[config.mk]
export PLATFORM = sky130hd
export DESIGN_NAME = regfile_sb
export DESIGN_NICKNAME = d
export VERILOG_FILES = /design/src/rtl/regfile_sb.sv
export SDC_FILE = /design/constraint.sdc
export NUM_CORES = 2
export LEC_CHECK = 0
export CAP_MARGIN = 20
export CORE_MARGIN = 3
export CORE_UTILIZATION = 64
export DETAILED_ROUTE_END_ITERATION = 16
export PLACE_DENSITY = 0.79
export SYNTH_ARGS = -nofsm -noshare
export SYNTH_HDL_FRONTEND = slang
export SYNTH_SLANG_ARGS = --single-unit
export TNS_END_PERCENT = 10
[constraint.sdc]
create_clock -name clk -period 5.2 [get_ports clk]
set_input_delay 0.52 -clock clk [delete_from_list [all_inputs] [get_ports clk]]
set_output_delay 0.52 -clock clk [all_outputs]
set_load 0.01 [all_outputs]
[src/rtl/regfile_sb.sv]
// Register file with NUM_RD combinational read ports, one write port, r0 tied to zero,
// and per-register outstanding-write counters for RAW hazard detection.
// Optional write-through forwarding when REGFILE_SB_BYPASS_EN is defined.
module regfile_sb #(
  parameter int DW     = 32,
  parameter int NREG   = 32,
  parameter int AW     = 5,
  parameter int NUM_RD = 2,
  parameter int CNT_W  = 2
) (
  input  logic                 clk,
  input  logic                 rst_n,
  input  logic                 ce,
  input  logic [NUM_RD*AW-1:0] rd_addr,
  output logic [NUM_RD*DW-1:0] rd_data,
  output logic [NUM_RD-1:0]    rd_busy,
  input  logic                 wr_en,
  input  logic [AW-1:0]        wr_addr,
  input  logic [DW-1:0]        wr_data,
  input  logic                 iss_en,
  input  logic [AW-1:0]        iss_addr,
  output logic                 iss_ready,
  output logic                 err
);

  logic [DW-1:0]    r_regs [NREG];
  logic [CNT_W-1:0] r_cnt  [NREG];
  logic             r_err;

  logic w_wr_v;
  logic w_iss_v;
  logic w_iss_ready;
  logic w_err_set;

  assign w_wr_v      = ce & wr_en & (wr_addr != '0);
  assign w_iss_v     = ce & iss_en;
  assign w_iss_ready = (r_cnt[iss_addr] != '1) || (iss_addr == '0);

  // Retiring write with no producer on record is a protocol error, unless a
  // same-cycle issue to that register supplies the producer it retires.
  assign w_err_set = (w_iss_v && !w_iss_ready) ||
                     (w_wr_v && (r_cnt[wr_addr] == '0) &&
                      !(w_iss_v && (iss_addr == wr_addr)));

  always_ff @(posedge clk or negedge rst_n) begin
    if (!rst_n) begin
      for (int unsigned r = 0; r < NREG; r++) r_regs[r] <= '0;
    end else if (w_wr_v) begin
      r_regs[wr_addr] <= wr_data;
    end
  end

  always_ff @(posedge clk or negedge rst_n) begin
    if (!rst_n) begin
      for (int unsigned r = 0; r < NREG; r++) r_cnt[r] <= '0;
    end else begin
      for (int unsigned r = 1; r < NREG; r++) begin
        if (w_iss_v && (iss_addr == AW'(r)) && !(w_wr_v && (wr_addr == AW'(r)))) begin
          if (r_cnt[r] != '1) r_cnt[r] <= r_cnt[r] + 1'b1;
        end else if (w_wr_v && (wr_addr == AW'(r)) && !(w_iss_v && (iss_addr == AW'(r)))) begin
          if (r_cnt[r] != '0) r_cnt[r] <= r_cnt[r] - 1'b1;
        end
      end
    end
  end

  always_ff @(posedge clk or negedge rst_n) begin
    if (!rst_n)         r_err <= 1'b0;
    else if (w_err_set) r_err <= 1'b1;
  end

  assign iss_ready = w_iss_ready;
  assign err       = r_err;

  for (genvar gi = 0; gi < NUM_RD; gi++) begin : g_rd
    logic [AW-1:0] w_addr;
    logic [DW-1:0] w_data;

    assign w_addr = rd_addr[gi*AW +: AW];

    always_comb begin
      w_data = r_regs[w_addr];
`ifdef REGFILE_SB_BYPASS_EN
      // Forwarding is suppressed during reset so reads stay zero.
      if (rst_n && w_wr_v && (w_addr == wr_addr)) w_data = wr_data;
`endif
      if (w_addr == '0) w_data = '0;
    end

    assign rd_data[gi*DW +: DW] = w_data;
    assign rd_busy[gi]          = (r_cnt[w_addr] != '0);
  end

endmodule

Word-level counts from Yosys, hierarchy flattened

Index checks and enable logic that the tools add are counted.

Register bits after elaboration: 1087
Logic and storage cells: 737

Muxes and demuxes: 147
Equality and inequality tests: 126
$add $sub $neg: 62
Magnitude comparators: 5
Bitwise logic cells: 7
Reduce and logical (&&, ||, !) cells: 326

Operators with widths:

| kind                                                                          | count |
|---|---|
| 1024-bit bitwise mux                                                          | 1 |
| 32-bit binary-select mux with 5-bit select                                    | 2 |
| 2-bit 2-to-1 mux                                                              | 132 |
| 32-bit 2-to-1 mux                                                             | 7 |
| 2-bit nonzero test                                                            | 95 |
| 32-bit demux with 5-bit select                                                | 1 |
| 5-bit == test (second input constant)                                         | 32 |
| 1-bit logical AND                                                             | 129 |
| 3-bit AND reduction                                                           | 31 |
| 5-bit by 4-bit == test with 1-bit output (second input constant)              | 16 |
| 1-bit logical NOT                                                             | 64 |
| 2-bit inequality test (second input constant)                                 | 32 |
| 2-bit by 1-bit adder with 2-bit output (second input constant)                | 31 |
| 2-bit by 1-bit inequality test with 1-bit output (second input constant)      | 31 |
| 2-bit by 1-bit subtractor with 2-bit output (second input constant)           | 31 |
| 2-bit binary-select mux with 5-bit select                                     | 4 |
| 5-bit by 3-bit == test with 1-bit output (second input constant)              | 8 |
| 6-bit >= comparator (second input constant)                                   | 4 |
| 5-bit inverter with 6-bit output                                              | 4 |
| 5-bit by 2-bit == test with 1-bit output (second input constant)              | 4 |
| 5-bit logical NOT                                                             | 3 |
| 5-bit by 1-bit == test with 1-bit output (second input constant)              | 2 |
| 6-bit by 1-bit less-than comparator with 1-bit output (second input constant) | 1 |
| 5-bit == test                                                                 | 1 |
| 4 further kinds                                                               | 7 |

Depth between registers and ports, before layout

Word-level depth: 9
Depth in mapped cells: 11
Mapped depth without buffers: 9

Worst setup path before layout

Ideal clock, no wire load.

Path type: in2out
Start point: input rd_addr[1]
End point: output rd_data[25]
Slack: 2.455 ns
Data required time: 4.680 ns
Arrival: 2.225 ns
Cell stages on the path: 7
Cells stage by stage: buf_2 > buf_2 > buf_1 > mux4_2 > mux4_2 > mux2i_1 > nor2_1

Word-level cells in the longest chain between the ends: 5
Elaborated cells between the ends (all ways): 6
Classes of those cells: mux (4); bitwise (1); reduce/logical (1)

RTL lines:

| item                                                   | line | RTL |
|---|---|---|
| start, declared                                        | 14   | `input logic [NUM_RD*AW-1:0] rd_addr,` |
| 5-bit inverter with 6-bit output (not written as such) | 82   | `w_data = r_regs[w_addr];` |
| 32-bit binary-select mux with 5-bit select             | 82   |  |
| 32-bit 2-to-1 mux (not written as such) (2 in a row)   | 82   |  |
| 32-bit 2-to-1 mux (*)                                  | 87   | `if (w_addr == '0) w_data = '0;` |
| end, declared                                          | 15   | `output logic [NUM_RD*DW-1:0] rd_data,` |

Every way passes the cells marked *; elsewhere a longest branch is shown, timed or not. The select of a mux whose other input is x is not followed.

Worst setup path in the final report

Start point: input rd_addr[0]
End point: output rd_data[11]

The elaborated chain is that of the path after synthesis.

==> results.cfg <==
[die]
core_area_mm2 = 0.0908
die_h_um = 310
start_util = 0.652
placementRows = 110
ioPinCount = 125
die-area_mm2 = 0.0962
dieWidth_um = 310

[timing]
skew_ns = 0.0214
setup_viol = 0
setup_tns_ns = 0
maxSlewHeadroom = 0.270
fmax_mhz = 235
postLayoutSetupSlackWorst_ns = 0.938
finalWorstPathRequiredPeriod_ns = 4.26
hold_viol = 0
rsz0062_at_grt = false
maxSlewViolCount = 0
min_period_over_period = 0.820
worst_pin_slew_ns = 1.09

[clock_network]
hold_buffers = 1
cts_setup_buffers = 0
clkSinkCount = 1087
cts-root-buf = clkbuf_16
cts_tree = built
clk_pin_slew_worst_paths_ns = 0.06
cts_buffers = 112
clock_latency_ns = 0.69
ctsResizeCount = 0
clockBufferDepth = 3
h-tree-depth = 3

[synthesis]
yosysSeqAreaShare = 0.460
synth-edff-count = 0
synthFlopType = dfrtp_1
synth_top_area_frac = 0.460
async_flop_share = 1.00
synthMuxAreaShare = 0.445
ys_warn_count = 2
synth_top_family_by_area = multiplexers
syn_inst = 3957
syn_nets = 4045
ys_seq_elements = 1087
synth-xor-area-share = 0.000444
syn_area_mm2 = 0.0592
synth_cell_type_count = 53
synth_compound_area_frac = 0.0239
yosys.area.top_type = dfrtp_1
avgSynthCellArea_um2 = 15.0
synth_adder_area_share = 0.00655
synth_area_leaders = dfrtp_1, mux4_2, mux2_1
yosys.area_share.simple = 0.0314

[power]
totalPowerFinal_uw = 22300
p_int_uw = 16600
p_switching_uw = 5760
switching_share = 0.258
p_leak_uw = 0.0298
p_comb_frac = 0.164
clockPowerShare = 0.377
pwr_density_cell_mw_per_mm2 = 341
p_seq_frac = 0.458
ir_drop_mv = 0.288

[job]
maxCapViolCount = 0

[critical_path]
max_stage_delay_ns = 0.60
r2r_cells = 6
critPathLaunchType = input pin
cp_data_arrival_time_ns = 3.74
crit_cells = 7
critPathMaxFanout = 64
path_cells = buf_8 > buf_12 > mux4_2 > mux4_2 > mux2i_1 > nor2_1 > clkdlybuf4s50_1
worst_setup_path_end_kind = primary output
path_class = in -> out
cp_common_cell = mux4_2
crit_family = buffers and inverters
cp_num_buf_inv = 3
crit_required_ns = 4.68
cp_slowest_cell = buf_8
reg2reg_slack_ns = 3.06

[placement]
gp_congestion = 0.919
dp_cells = 4955
portBuffers = 124
pre_cts_slack_ns = 0.890
hpwlAfterDp_mm = 99.1

[grt]
antenna_found_initial = 11
met2_usage = 0.544
grtUsageMet3 = 0.0836
grt-busiest-layer = met2
track_usage = 0.360
grt_pass1_vias = 38189
grt_pass1_wl_mm = 253
grt_util_met1 = 0.513
grt_overflow = 0
grt_max_degree = 135

[min_path]
hold_class = reg -> reg
whs_path_depth = 0

[final_layout]
area_delta_synth_final_pct = 10.6
stdcell_count = 5169
drive_above_1_share = 0.332
nets = 3983
finish.utilization = 0.721

[routing]
viasPerCell = 7.29
dr.pass1.iters = 8
vias = 37677
postRouteAntennaNets = 0
wl_mm = 168
drt-wirelength-per-cell_um = 32.6
drc_errors = 0
drtIter0Drc = 4552

[outcome]
status = finished clean
layout make-up:
type | instances | area (µm²)
tap | 1176 | 1470
clock buffer | 156 | 3280
clock inverter | 47 | 583
fill | 5651 | 25300
inverter | 30 | 115
sequential | 1087 | 27200
multi-input combinational | 2426 | 30300
antenna | 9 | 22.5
timing repair buffer | 238 | 2550
cell usage after synthesis, types with 6 or more instances:
| cell | n |
|---|---|
| o22ai_1 | 23 |
| buf_4 | 34 |
| nor2_1 | 172 |
| o21bai_1 | 26 |
| mux2i_1 | 92 |
| nand2b_1 | 10 |
| o21ai_1 | 7 |
| mux2_2 | 341 |
| buf_2 | 117 |
| mux2_1 | 664 |
| a211oi_1 | 10 |
| a221o_1 | 6 |
| clkbuf_1 | 218 |
| nor3_1 | 12 |
| mux4_2 | 626 |
| nor2b_1 | 38 |
| ha_1 | 31 |
| a22o_1 | 9 |
| nand2_1 | 174 |
| buf_1 | 42 |
| nor3b_1 | 7 |
| inv_1 | 24 |
| dfrtp_1 | 1087 |
| a21oi_1 | 67 |
| o21ai_0 | 69 |
registers in the layout, indices dropped and copies added (netlist names):
name and cells:
err 1, r_regs 1024, r_cnt 62
kinds of logic after synthesis:
group | Yosys count
AOI/OAI and AO/OA | 233
xor gates and xnor gates | 3
adders and majority gates | 31
buffers and inverters | 444
DFF | 1087
muxes | 1723
and+or+nand+nor | 436
routing by layer:
layer,vias up,part of all wire
met3,416,0.10
met5,-,0.00014
met4,4,0.048
met2,2048,0.46
li1,15041,-
met1,20168,0.39
per-stage QoR:
step	hold WS [ns]	cell area, µm²
finish	0.374	65500
global route	0.383	65500
CTS	0.377	65400
detailed placement	0.363	61600
global placement	0.360	61600
floorplan	0.224	59200
power by group through the flow:
stage                     clock [µW]  sequential [µW]  combinational [µW]
after floorplan                    0            10100                2640
after global placement             0            10300                3570
after detailed placement           0            10300                3660
after CTS                       8500            10200                3690
after global routing            8840            10400                3930
final                           8430            10200                3670
final timing paths:
check / from / endpoint
setup / recovery: rd_addr[0] / rd_data[11]
hold / removal: r_regs[1006] / r_regs[1006]
setup reg to reg: r_cnt[55] / err
hold reg to reg: r_regs[1006] / r_regs[1006]
max in group asynchronous: rst_n / r_cnt[22]
min in group asynchronous: rst_n / r_regs[397]
layout by cell type, fill, tap and decap left out, types with 6 or more instances in the layout:
cell	instances
nand2_1	159
ha_1	31
nor2_4	17
o21bai_1	26
a221o_1	6
diode_2	9
clkinv_2	22
inv_1	24
dfrtp_1	1087
buf_4	82
nand2_4	15
o22ai_1	23
mux2_1	664
clkinvlp_4	7
o21ai_0	69
mux2i_1	92
a211oi_1	10
bufinv_16	12
buf_12	33
a21oi_1	67
a22o_1	9
nor2b_1	38
nor3b_1	7
clkdlybuf4s50_1	113
clkbuf_8	32
clkbuf_16	112
o21ai_1	7
nor3_1	12
clkbuf_1	13
mux4_2	626
nand2b_1	10
mux2_2	341
nor2_1	158
Note: power is estimated with default switching activity, not from simulation.
